<file path="src/rtl/fetch_unit.sv">
// Instruction-fetch stage: owns the PC, captures words from the combinational imem into the IF/ID slot.
// Optional macro FETCH_PERF_COUNT_EN enables the saturating accepted-instruction counter on fetch_count.
module fetch_unit #(
    parameter logic [15:0] RESET_PC = 16'h0000,
    parameter logic [15:0] PC_STEP  = 16'd2
) (
    input  logic        clk,
    input  logic        rst,
    output logic [15:0] imem_pc,
    input  logic [15:0] imem_instr,
    output logic [15:0] id_instr,
    output logic [15:0] id_pc,
    output logic        id_valid,
    input  logic        id_ready,
    input  logic        redirect,
    input  logic [15:0] redirect_pc,
    input  logic        halt,
    output logic        halted,
    output logic [15:0] fetch_count
);

    typedef enum logic {
        RUN,
        HALT
    } state_t;

    localparam logic [15:0] RESET_PC_ALIGNED = {RESET_PC[15:1], 1'b0};

    state_t      state;
    logic [15:0] pc;
    logic        free;
    logic        handshake;

    assign imem_pc   = pc;
    assign free      = !id_valid || id_ready;
    assign handshake = id_valid && id_ready;

    // Redirect outranks everything and flushes the slot even if decode is taking it this cycle.
    always_ff @(posedge clk or posedge rst) begin
        if (rst) begin
            state    <= RUN;
            pc       <= RESET_PC_ALIGNED;
            id_instr <= 16'h0000;
            id_pc    <= 16'h0000;
            id_valid <= 1'b0;
            halted   <= 1'b0;
        end else if (redirect) begin
            pc       <= {redirect_pc[15:1], 1'b0};
            id_valid <= 1'b0;
            state    <= RUN;
            halted   <= 1'b0;
        end else begin
            case (state)
                RUN: begin
                    if (free) begin
                        id_instr <= imem_instr;
                        id_pc    <= pc;
                        id_valid <= 1'b1;
                        pc       <= pc + PC_STEP;
                    end
                    if (halt) begin
                        state  <= HALT;
                        halted <= 1'b1;
                    end
                end
                HALT: begin
                    if (handshake) begin
                        id_valid <= 1'b0;
                    end
                end
                default: begin
                    state <= RUN;
                end
            endcase
        end
    end

`ifdef FETCH_PERF_COUNT_EN
    logic [15:0] count_q;

    // Counts every completed handshake, including one coinciding with a redirect flush.
    always_ff @(posedge clk or posedge rst) begin
        if (rst) begin
            count_q <= 16'h0000;
        end else if (handshake && (count_q != 16'hFFFF)) begin
            count_q <= count_q + 16'd1;
        end
    end

    assign fetch_count = count_q;
`else
    assign fetch_count = 16'h0000;
`endif

endmodule

</file>
<file path="config.mk">
export PLATFORM = sky130hd
export DESIGN_NAME = fetch_unit
export DESIGN_NICKNAME = d
export VERILOG_FILES = /design/src/rtl/fetch_unit.sv
export SDC_FILE = /design/constraint.sdc
export NUM_CORES = 1
export LEC_CHECK = 0
export ABC_CLOCK_PERIOD_IN_PS = 5000
export CAP_MARGIN = 20
export CORE_ASPECT_RATIO = 0.7
export CORE_MARGIN = 2
export CORE_UTILIZATION = 45
export DETAILED_ROUTE_END_ITERATION = 16
export PLACE_DENSITY = 0.86
export SYNTH_ARGS = -nofsm -noshare
export SYNTH_HDL_FRONTEND = slang
export SYNTH_SLANG_ARGS = --single-unit
</file>
<file path="constraint.sdc">
create_clock -name clk -period 5 [get_ports clk]
set_input_delay 0.5 -clock clk [delete_from_list [all_inputs] [get_ports clk]]
set_output_delay 0.5 -clock clk [all_outputs]
set_load 0.005 [all_outputs]
</file>
==> impl_metrics.env, run 1 <==
export IMPL_status="finished, violations left"
export IMPL_violations="DRC"
export IMPL_dp_final_hpwl_mm=3.58
export IMPL_vias=1714
export IMPL_drc=3
export IMPL_grt_total_usage_pct=18.4
export IMPL_clock_skew_ns=0.00403
export IMPL_cts_setup_buffers=0
export IMPL_max_slew_worst_pin_slew_ns=0.704
export IMPL_synth_warnings=0
export IMPL_rows=21
export IMPL_period_share_pct=45.6
export IMPL_hold_path_class="input pin to asynchronous set/reset pin"
export IMPL_place_inst=342
export IMPL_yosysSeqAreaShare_pct=53.8
export IMPL_ys_ff_latch=49
export IMPL_setup_viol=0
export IMPL_placed_area_mm2=0.00310
export IMPL_overflow=0
export IMPL_drtIter0Drc=148
export IMPL_syn2layout_area_growth_pct=41.5
export IMPL_drive_gt1_share_pct=17.0
export IMPL_cpLargestDelayFamily="simple AND/OR/NAND/NOR gates"
export IMPL_grt_pass1_wl_mm=7.99
export IMPL_final_area_mm2=0.00322
export IMPL_initial_core_util_pct=47.1
export IMPL_ys_top_cells_by_count="49 x dfrtp_1, 31 x mux2_2, 18 x buf_4"
export IMPL_path_buf_inv=1
export IMPL_rsz0062_at_grt="false"
export IMPL_coreArea_mm2=0.00483
export IMPL_portBuffers=83
export IMPL_p_leak_nw=1.33
export IMPL_die_h_um=63.5
export IMPL_antenna_cells=0
export IMPL_cpMostUsedCell="or4_1"
export IMPL_cts_resized=0
export IMPL_fin_cells=351
export IMPL_setup_ws_ns=2.72
export IMPL_vdd_drop_max_v=0.000229
export IMPL_htreeDepth=2
export IMPL_path_cells="clkdlybuf4s50_1 > nor2b_1 > or4_1 > or4_1 > a31oi_1"
export IMPL_drt_pass1_iterations=10
export IMPL_clock_path_buffers=2
export IMPL_cap_violations=0
export IMPL_grt_max_degree=50
export IMPL_power_mw=1.05
export IMPL_hold_buffers=0
export IMPL_tns_ns=0
export IMPL_fin_nets=319
export IMPL_fmax_mhz=439
export IMPL_synth_top_area_cell="dfrtp_1"
export IMPL_synth_most_common_cell="dfrtp_1"
export IMPL_numCtsBuffers=5
export IMPL_cts_num_sinks=49
export IMPL_netlist_area_leader_share_pct=53.8
export IMPL_clockRootBuffer="clkbuf_8"
export IMPL_cp_max_fo=11
export IMPL_final_seq_area_mm2=0.00123
export IMPL_synth_cell_type_count=34
export IMPL_critPathKind="input pin to flop"
export IMPL_routed_wl_mm=4.86
export IMPL_die_w_um=89.0
export IMPL_antenna_found_initial=0
export IMPL_cts_tree="done"
export IMPL_syn_inst=198
export IMPL_maxSlewHeadroom_pct=52.9
export IMPL_clk_latency_ns=0.30
export IMPL_synth_top_cells_by_area="dfrtp_1 54%, mux2_2 15%, buf_4 5.9%"
export IMPL_arrival_ns=2.50
export IMPL_slowest_stage="or4_1"
export IMPL_slew_viol_final=0
export IMPL_synthFlopType="dfrtp_1"
export IMPL_syn_area_per_cell_um2=11.5
export IMPL_vias_per_cell=4.88
export IMPL_crit_path_end_kind="flop"
export IMPL_cp_required_ns=5.22
export IMPL_post_place_ws_ns=2.40
export IMPL_power_density_mw_per_mm2=325
export IMPL_io_pins=103
export IMPL_critPathLaunchType="input pin"
export IMPL_routedWlPerCell_um=13.8
export IMPL_cts_clk_slew_worst_paths_ns=0.09
export IMPL_async_reset_ff_share_pct=100
export IMPL_grt_pass1_vias=1680
export IMPL_hold_slack_ns=0.400
export IMPL_hold_violations=0
export IMPL_max_stage_delay_ns=0.71
export IMPL_fin_util_pct=66.7
export IMPL_routabilityCongestion=0.736
export IMPL_drtAntennaViolNets=0
export IMPL_multiInputGateArea_um2=917
export IMPL_synth_edf_count=0
export IMPL_die_area_mm2=0.00566
export IMPL_nFillCells=399
export IMPL_fin_crit_ns=2.28
export IMPL_synthesis_area_mm2=0.00228
[registers in the layout, indices dropped and copies added, names as in the netlist]
register / flops
halted: 1
id_pc: 15
id_instr: 16
imem_pc: 15
state: 1
id_valid: 1
[layout by cell type, fill, tap and decap left out, types with 5 or more instances in the layout]
cell and n:
nand2_1 15, xnor2_1 7, nor2_1 12, o21ai_0 9
mux2_2 31, a31oi_1 6, or4_1 6, conb_1 18
clkdlybuf4s50_1 83, clkbuf_8 7, dfrtp_1 49, inv_1 5
[where the power goes]
part | total, mW | internal (mW) | switching (mW)
clock | 0.252 | 0.125 | 0.127
sequential | 0.507 | 0.461 | 0.0457
combinational | 0.289 | 0.196 | 0.0932
[routing by layer]
layer | GRT usage (%) | share of wire, % | vias up
met1 | 23.9 | 44 | 825
met2 | 28.6 | 45 | 70
met3 | 7.47 | 10 | 5
li1 | - | - | 814
met5 | 0 | 0 | -
met4 | 4.29 | 0.56 | 0
[cell families (layout without fill, tap and decap cells)]
kind of cell | Yosys count | in the layout | share of synthesized area, %
flops | 49 | 49 | 53.8
simple gates | 51 | 51 | 11.9
fa+ha+maj | 1 | 1 | 0.549
buf+inv | 34 | 101 | 8.95
xor+xnor | 7 | 7 | 2.69
compound gates | 23 | 23 | 6.21
other cells | 1 | 18 | 0.165
mux | 32 | 32 | 15.8
[area by class of cell]
| cell class | instances | area share [%] |
|---|---|---|
| Clock inverter | 1 | 0.155 |
| Timing Repair Buffer | 86 | 26.9 |
| Clock buffer | 7 | 2.99 |
| Multi-Input combinational cell | 132 | 28.5 |
| Inverter | 7 | 0.815 |
| Sequential cell | 49 | 38.0 |
| Tap cell | 69 | 2.68 |
[worst paths after layout]
check                      depth (start not counted)  slack (ns)                 endpoint                   start
max in group asynchronous                          3        4.16  imem_pc[14]$_DFFE_PP0P_                     rst
min in group clk                                   1        0.51     id_pc[9]$_DFFE_PP0P_    id_pc[9]$_DFFE_PP0P_
min                                                2        0.40     id_pc[1]$_DFFE_PP0P_                     rst
min reg2reg                                        1        0.51     id_pc[9]$_DFFE_PP0P_    id_pc[9]$_DFFE_PP0P_
max reg2reg                                        5        2.82  imem_pc[13]$_DFFE_PP0P_  imem_pc[1]$_DFFE_PP0P_
max                                                5        2.72  imem_pc[13]$_DFFE_PP0P_                id_ready
No activity file was read; power rests on OpenSTA's default activity.
==> inputs of run 2 (changes only) <==
==> config.mk (replaced) <==
export PLATFORM = sky130hd
export DESIGN_NAME = fetch_unit
export DESIGN_NICKNAME = d
export VERILOG_FILES = /design/src/rtl/fetch_unit.sv
export SDC_FILE = /design/constraint.sdc
export NUM_CORES = 1
export LEC_CHECK = 0
export ABC_CLOCK_PERIOD_IN_PS = 2120
export CAP_MARGIN = 20
export CORE_ASPECT_RATIO = 0.7
export CORE_MARGIN = 2
export CORE_UTILIZATION = 41
export DETAILED_ROUTE_END_ITERATION = 16
export PLACE_DENSITY = 0.79
export SYNTH_ARGS = -nofsm -noshare
export SYNTH_HDL_FRONTEND = slang
export SYNTH_SLANG_ARGS = --single-unit
==> constraint.sdc (replaced) <==
create_clock -name clk -period 2.12 [get_ports clk]
set_input_delay 0.212 -clock clk [delete_from_list [all_inputs] [get_ports clk]]
set_output_delay 0.212 -clock clk [all_outputs]
set_load 0.005 [all_outputs]
==> impl_metrics.env, run 2 (same netlist as run 1, synthesis figures left out) <==
export IMPL_cts_tree="done"
export IMPL_rows=22
export IMPL_regMostFlops="id_instr"
export IMPL_most_common_layout_cells="83 x clkdlybuf4s50_1, 49 x dfrtp_1, 31 x mux2_2, 18 x conb_1, 15 x nand2_1"
export IMPL_hold_slack_ns=0.271
export IMPL_seqPwrFrac_pct=48.4
export IMPL_vias=1746
export IMPL_switchingPower_uw=658
export IMPL_routedWlPerCell_um=14.3
export IMPL_die_area_mm2=0.00618
export IMPL_clock_skew_ns=0.00754
export IMPL_max_slew_worst_pin_slew_ns=0.527
export IMPL_drc=0
export IMPL_cp_required_ns=2.34
export IMPL_cts_setup_buffers=0
export IMPL_setup_viol=0
export IMPL_path_buf_inv=0
export IMPL_tns_ns=0
export IMPL_power_frac_clock_pct=22.4
export IMPL_numCtsBuffers=5
export IMPL_htreeDepth=2
export IMPL_status="finished clean"
export IMPL_grt_pass1_wl_mm=8.36
export IMPL_p_int_mw=1.80
export IMPL_drive_gt1_share_pct=19.6
export IMPL_largest_reg_flops=16
export IMPL_clk_latency_ns=0.30
export IMPL_period_share_pct=95.3
export IMPL_cts_clk_slew_worst_paths_ns=0.09
export IMPL_fin_nets=328
export IMPL_drtIter0Drc=59
export IMPL_critPathLaunchType="flop"
export IMPL_fmax_mhz=495
export IMPL_comb_power_share_pct=29.3
export IMPL_slew_viol_final=0
export IMPL_arrival_ns=2.24
export IMPL_vdd_drop_max_v=0.000360
export IMPL_power_density_mw_per_mm2=748
export IMPL_crit_cells=5
export IMPL_maxSlewHeadroom_pct=64.8
export IMPL_coreArea_mm2=0.00531
export IMPL_hold_violations=0
export IMPL_path_cells="ha_1 > nand2b_4 > or4_4 > or4_1 > a31oi_1"
export IMPL_clock_path_buffers=2
export IMPL_drtAntennaViolNets=0
export IMPL_drt_pass1_iterations=4
export IMPL_io_pins=103
export IMPL_die_h_um=66.4
export IMPL_reg2reg_depth=5
export IMPL_antenna_cells=0
export IMPL_critPathKind="flop to flop"
export IMPL_cpLargestDelayFamily="simple AND/OR/NAND/NOR gates"
export IMPL_syn2layout_area_growth_pct=44.2
export IMPL_grt_pass1_vias=1691
export IMPL_initial_core_util_pct=42.9
export IMPL_hold_path_class="input pin to asynchronous set/reset pin"
export IMPL_routabilityCongestion=0.771
export IMPL_vias_per_cell=4.81
export IMPL_final_common_cell="clkdlybuf4s50_1"
export IMPL_switching_share_pct=26.8
export IMPL_routed_wl_mm=5.21
export IMPL_cap_violations=0
export IMPL_dp_final_hpwl_mm=3.93
export IMPL_grt_max_degree=27
export IMPL_cp_max_fo=6
export IMPL_die_w_um=93.1
export IMPL_crit_path_end_kind="flop"
export IMPL_cts_num_sinks=49
export IMPL_grt_total_usage_pct=17.4
export IMPL_fin_crit_ns=2.02
export IMPL_overflow=0
export IMPL_p_leak_nw=1.36
export IMPL_max_stage_delay_ns=0.56
export IMPL_clockRootBuffer="clkbuf_8"
export IMPL_slowest_stage="or4_4"
export IMPL_antenna_found_initial=0
export IMPL_portBuffers=83
export IMPL_rsz0062_at_grt="false"
-- run 2: changes by cell type in the layout (fill, tap and decap cells not counted), sizes merged --
| cell | delta |
|---|---|
| buf | +9 |
| clkinv | -1 |
| clkinvlp | +2 |
| clkbuf | -1 |
-- run 2: metal layers --
metal  routed length (um)  GRT usage [%]  up-vias
li1                     -              -      837
met1                 2510           25.1      847
met2                 2350           26.4       60
met3                  334           4.33        2
met4                    7           4.04        0
met5                    0              0        -
-- run 2: power by group through the flow --
stage	registers (mW)	clock network, mW	logic, mW
after floorplan	1.21	0	0.274
after global placement	1.20	0	0.713
after detailed placement	1.21	0	0.724
after CTS	1.19	0.570	0.729
after global routing	1.21	0.613	0.779
final	1.19	0.550	0.719
-- run 2: final timing paths --
kind / start / to / slack, ns
max in group asynchronous: rst / imem_pc[11]$_DFFE_PP0P_ / 1.33
hold / removal: rst / id_pc[1]$_DFFE_PP0P_ / 0.27
setup reg to reg: imem_pc[2]$_DFFE_PP0P_ / imem_pc[13]$_DFFE_PP0P_ / 0.1
min in group clk: redirect_pc[6] / imem_pc[6]$_DFFE_PP0P_ / 0.46
setup / recovery: imem_pc[2]$_DFFE_PP0P_ / imem_pc[13]$_DFFE_PP0P_ / 0.1
hold reg to reg: id_instr[9]$_DFFE_PP0P_ / id_instr[9]$_DFFE_PP0P_ / 0.51
-- run 2: area by class of cell --
cell class	instances	area, um^2
Timing Repair Buffer	95	933
Inverter	7	26.3
Clock buffer	6	72.6
Tap cell	72	90.1
Fill cell	448	2030
Multi-Input combinational cell	132	921
Sequential cell	49	1230
Clock inverter	2	15.0
-- run 2: repair_timing --
item | 4_1_cts | 5_1_grt
hold buffers | 0 | 0
endpoints found under the setup margin | 0 | 3
endpoints found under the hold margin | 0 | 0
gates resized for setup | 0 | 1
-- run 2: per-stage QoR --
stage	area, um^2	power [mW]	setup slack, ns	util [%]	cells
final	3280	2.46	0.0995	61.8	363
after global routing	3280	2.60	0.0396	61.8	363
after CTS	3280	2.49	0.00796	61.8	363
after detailed placement	3190	1.93	-0.0268	60.1	355
after global placement	3190	1.91	0.0221	60.1	355
after floorplan	2340	1.49	0.123	-	215
==> inputs of run 3 (changes only) <==
--- a/config.mk
+++ b/config.mk
@@ -10,6 +10,7 @@
 export CORE_ASPECT_RATIO = 0.7
 export CORE_MARGIN = 2
 export CORE_UTILIZATION = 41
+export CTS_CLUSTER_DIAMETER = 80
 export DETAILED_ROUTE_END_ITERATION = 16
 export PLACE_DENSITY = 0.79
 export SYNTH_ARGS = -nofsm -noshare
==> results of run 3 <==
The final DEF is identical to that of run 2; final timing and power are the same.
